==> src/rtl/rf_wb_arbiter.sv <==
// Register-file writeback arbiter with per-register pending-write scoreboard.
// Define RF_WB_RR_ARB_EN for round-robin ALU/LD arbitration; default is fixed ALU priority.
module rf_wb_arbiter #(
  parameter int NREG = 32,
  parameter int AW   = 5,
  parameter int DW   = 32
) (
  input  logic          clk,
  input  logic          reset,
  input  logic          alu_valid,
  output logic          alu_ready,
  input  logic [AW-1:0] alu_addr,
  input  logic [DW-1:0] alu_data,
  input  logic          ld_valid,
  output logic          ld_ready,
  input  logic [AW-1:0] ld_addr,
  input  logic [DW-1:0] ld_data,
  output logic          rf_write_en,
  output logic [AW-1:0] rf_write_addr,
  output logic [DW-1:0] rf_write_val,
  input  logic          rsv_valid,
  output logic          rsv_ready,
  input  logic [AW-1:0] rsv_addr,
  input  logic [AW-1:0] chk_rs1,
  input  logic [AW-1:0] chk_rs2,
  output logic          chk_stall,
  output logic          wb_err
);

  logic          grant_alu;
  logic          grant_ld;
  logic          wb_fire;
  logic [AW-1:0] wb_addr;
  logic [DW-1:0] wb_data;
  logic          rsv_fire;
  logic          wb_unreserved;
  logic [1:0]    count_reg  [NREG];
  logic [1:0]    count_next [NREG];

`ifdef RF_WB_RR_ARB_EN
  // ptr_reg low means the ALU wins the next contested cycle.
  logic ptr_reg;
  logic ptr_next;

  always_comb begin
    grant_alu = 1'b0;
    grant_ld  = 1'b0;
    ptr_next  = ptr_reg;
    if (!reset) begin
      grant_alu = alu_valid && (!ld_valid || !ptr_reg);
      grant_ld  = ld_valid && (!alu_valid || ptr_reg);
      if (alu_valid && ld_valid) begin
        ptr_next = grant_alu;
      end
    end
  end

  always_ff @(posedge clk) begin
    if (reset) begin
      ptr_reg <= 1'b0;
    end else begin
      ptr_reg <= ptr_next;
    end
  end
`else
  always_comb begin
    grant_alu = 1'b0;
    grant_ld  = 1'b0;
    if (!reset) begin
      grant_alu = alu_valid;
      grant_ld  = ld_valid && !alu_valid;
    end
  end
`endif

  assign alu_ready = grant_alu;
  assign ld_ready  = grant_ld;
  assign wb_fire   = grant_alu || grant_ld;
  assign wb_addr   = grant_alu ? alu_addr : ld_addr;
  assign wb_data   = grant_alu ? alu_data : ld_data;

  assign rsv_ready     = (count_reg[rsv_addr] != 2'd3);
  assign rsv_fire      = rsv_valid && rsv_ready && !reset;
  assign wb_unreserved = wb_fire && (wb_addr != '0) && (count_reg[wb_addr] == 2'd0);

  assign chk_stall = ((chk_rs1 != '0) && (count_reg[chk_rs1] != 2'd0)) ||
                     ((chk_rs2 != '0) && (count_reg[chk_rs2] != 2'd0));

  // A reservation and a writeback on the same register cancel out.
  generate
    for (genvar gi = 0; gi < NREG; gi++) begin : g_count
      if (gi == 0) begin : g_zero
        assign count_next[gi] = 2'd0;
      end else begin : g_reg
        logic rsv_hit;
        logic wb_hit;
        assign rsv_hit = rsv_fire && (rsv_addr == AW'(gi));
        assign wb_hit  = wb_fire && (wb_addr == AW'(gi));
        assign count_next[gi] =
          (rsv_hit && !wb_hit) ? count_reg[gi] + 2'd1 :
          (wb_hit && !rsv_hit && count_reg[gi] != 2'd0) ? count_reg[gi] - 2'd1 :
          count_reg[gi];
      end
    end
  endgenerate

  always_ff @(posedge clk) begin
    if (reset) begin
      for (int i = 0; i < NREG; i++) begin
        count_reg[i] <= 2'd0;
      end
      rf_write_en   <= 1'b0;
      rf_write_addr <= '0;
      rf_write_val  <= '0;
      wb_err        <= 1'b0;
    end else begin
      count_reg   <= count_next;
      rf_write_en <= wb_fire;
      if (wb_fire) begin
        rf_write_addr <= wb_addr;
        rf_write_val  <= wb_data;
      end
      if (wb_unreserved) begin
        wb_err <= 1'b1;
      end
    end
  end

endmodule

==> config.mk <==
export PLATFORM = sky130hd
export DESIGN_NAME = rf_wb_arbiter
export DESIGN_NICKNAME = d
export VERILOG_FILES = /design/src/rtl/rf_wb_arbiter.sv
export SDC_FILE = /design/constraint.sdc
export NUM_CORES = 1
export LEC_CHECK = 0
export CORE_MARGIN = 2
export CORE_UTILIZATION = 56
export DETAILED_ROUTE_END_ITERATION = 10
export PLACE_DENSITY = 0.95
export SKIP_CTS_REPAIR_TIMING = 1
export SLEW_MARGIN = 20
export SYNTH_ARGS = -nofsm -noshare
export SYNTH_HDL_FRONTEND = slang
export SYNTH_SLANG_ARGS = --single-unit
==> constraint.sdc <==
create_clock -name clk -period 4.66 [get_ports clk]
set_clock_uncertainty 0.2 [all_clocks]
set_input_delay 0.932 -clock clk [delete_from_list [all_inputs] [get_ports clk]]
set_output_delay 0.932 -clock clk [all_outputs]
set_load 0.05 [all_outputs]
==> flow_summary.json <==
{
  "status": "finished clean",
  "fillers": 817,
  "synth_common_cells": "nor2_1, dfxtp_1, a21oi_1, nand2_1, o21ai_0",
  "cts_tree": "built",
  "cpMostUsedCell": "mux4_2",
  "worst_slew_pin_slew_ns": 0.748,
  "max_cap_viol_count": 0,
  "worstPathMaxFanout": 10,
  "cp-start-kind": "primary input",
  "ys_warn_count": 0,
  "clkTransAtPathRegs_ns": 0.07,
  "dp_hpwl_um": 15000,
  "cts_buffers": 9,
  "yosysTopAreaCellShare": 0.311,
  "layout-drive-gt1-share": 0.0862,
  "yosys_most_used_dff": "dfxtp_1",
  "setup_viol": 0,
  "ys_types": 65,
  "ys_async_sr_fraction": 0,
  "cts_max_level": 3,
  "final_nets": 1017,
  "critical_path_class": "in2out",
  "track_usage": 0.333,
  "worstPathRequired_ns": 3.53,
  "netlist_area_um2": 6500,
  "die_w_um": 112,
  "period_minus_slack_ns": 4.51,
  "synthCells": 808,
  "place_congestion": 1.16,
  "synth_nets": 902,
  "leakage_nw": 2.95,
  "clock_sinks": 101,
  "wl_per_cell_um": 19.4,
  "largest_reg_flops": 62,
  "fin_area_um2": 8250,
  "final_max_slew_viol_count": 0,
  "cts-root-buf": "clkbuf_16",
  "maxSlewHeadroom": 0.499,
  "drtIter0Drc": 838,
  "fin_tns_setup_ns": 0,
  "period_share": 0.967,
  "fmax_ghz": 0.222,
  "final_util": 0.726,
  "synth_top_area_cell": "dfxtp_1",
  "synth.most_common_cell": "nor2_1",
  "fp.dieArea_um2": 12500,
  "ant_nets": 0,
  "slowest_delay_ns": 0.85,
  "areaGrowthSynthToFinish_pct": 27.0,
  "synth_edf_count": 0,
  "antenna-diode-count": 0,
  "drc": 0,
  "die_h_um": 112,
  "clock_path_buffers": 2,
  "coreArea_um2": 11400,
  "num_rows": 39,
  "grt_start_max_net_pins": 99,
  "antenna_found_initial": 0,
  "cp-end-kind": "output pin",
  "ys_seq_area_frac": 0.311,
  "clkLatencyLatePin_ns": 0.36,
  "placed_area_um2": 7960,
  "cp.arrival_ns": 3.38,
  "yosys-top-cells-area": "dfxtp_1, mux4_2, nor2_1, mux2i_1, a21oi_1",
  "p_per_area_nw_per_um2": 257,
  "vias_per_cell": 6.55,
  "grt_pass1_wl_um": 33600,
  "firstDrtPassIters": 7,
  "min_path_type": "reg2reg",
  "io_buffers": 136,
  "avgSynthCellArea_um2": 8.04,
  "synth_seq_cells": 101,
  "peakVddDrop_uv": 341,
  "io_pins": 137,
  "cp_cell_sequence": "clkdlybuf4s50_1 > mux4_2 > mux4_2 > o211ai_1 > buf_12",
  "grt_pass1_vias": 6695,
  "start_util": 0.571,
  "cp_slowest_cell": "clkdlybuf4s50_1",
  "vias": 7019,
  "finalHoldViolCount": 0,
  "rsz0062_at_grt": "false",
  "globalRoute.totalOverflow": 0,
  "drt-total-wl_um": 20800
}
==> worst paths after layout <==
kind,startpoint,to,slack (ns),depth (start not counted)
max reg2reg,count_reg[46],count_reg[42],2.23,7
max,chk_rs1[2],chk_stall,0.15,5
min,rf_write_addr[4],rf_write_addr[4],0.30,2
min reg2reg,rf_write_addr[4],rf_write_addr[4],0.30,2
==> metal layers <==
layer,global-route usage,vias up,part of all wire
met5,0,-,0
met4,0.165,0,0.056
met3,0.119,118,0.12
met2,0.535,475,0.46
met1,0.398,3203,0.37
li1,-,3223,-
==> final cells by class <==
class | count | area, um2 | area share
sequential | 101 | 2020 | 0.245
clock inverter | 5 | 38.8 | 0.00470
clock buffer | 11 | 253 | 0.0306
timing repair buffer | 150 | 1470 | 0.179
tap | 143 | 179 | 0.0217
multi-input combinational | 638 | 4200 | 0.509
inverter | 23 | 86.3 | 0.0105
==> worst max-delay path, delay by kind of cell <==
kind                   cells  cell delay [ns]
buffers and inverters      2             1.04
multiplexers               2             1.07
AO/OA/AOI/OAI              1             0.34
==> cells in the final DEF (no fill, tap or decap), types with 3 or more instances in the layout <==
cell type	n
mux2i_1	39
a211o_1	8
clkbuf_16	9
a2111oi_1	3
nor3_1	34
o311a_1	4
and3_1	5
nand2_1	57
o21a_1	18
inv_1	23
o21ai_0	50
dfxtp_1	101
a31oi_1	4
buf_4	15
a311oi_1	3
and2_1	6
clkdlybuf4s50_1	131
a221oi_1	4
mux2_2	4
inv_6	3
a211oi_1	44
nand3b_1	8
mux4_2	23
nor4bb_1	4
or2_2	4
nor3b_1	6
o211ai_1	10
a21oi_1	75
o211a_1	6
a21o_1	3
and3b_1	3
nor2b_1	3
nor2_1	135
a31o_2	4
nand3_1	12
nand2b_1	20
==> metrics by stage <==
step	setup slack (ns)	hold WS (ns)	std cells	power (mW)
final	0.152	0.298	1071	2.12
after floorplan	0.356	0.272	808	1.19
after global routing	0.0772	0.322	1071	2.19
after global placement	0.225	0.282	1055	1.37
after detailed placement	0.171	0.288	1055	1.38
after CTS	0.160	0.302	1071	2.13
==> logic make-up after synthesis <==
group / share of synthesized area
AO/OA/AOI/OAI: 0.266
XOR/XNOR: 0.00404
AND/OR/NAND/NOR: 0.225
buffers and inverters: 0.0429
flip-flops: 0.311
multiplexers: 0.151
==> report_power, final <==
part	total (mW)	internal, mW	leakage [nW]	switching (mW)
logic	0.465	0.190	1.98	0.275
registers	0.904	0.888	0.823	0.0159
clock network	0.752	0.397	0.143	0.355
total	2.12	1.48	2.95	0.646
Power figures use the tool's default switching activity.
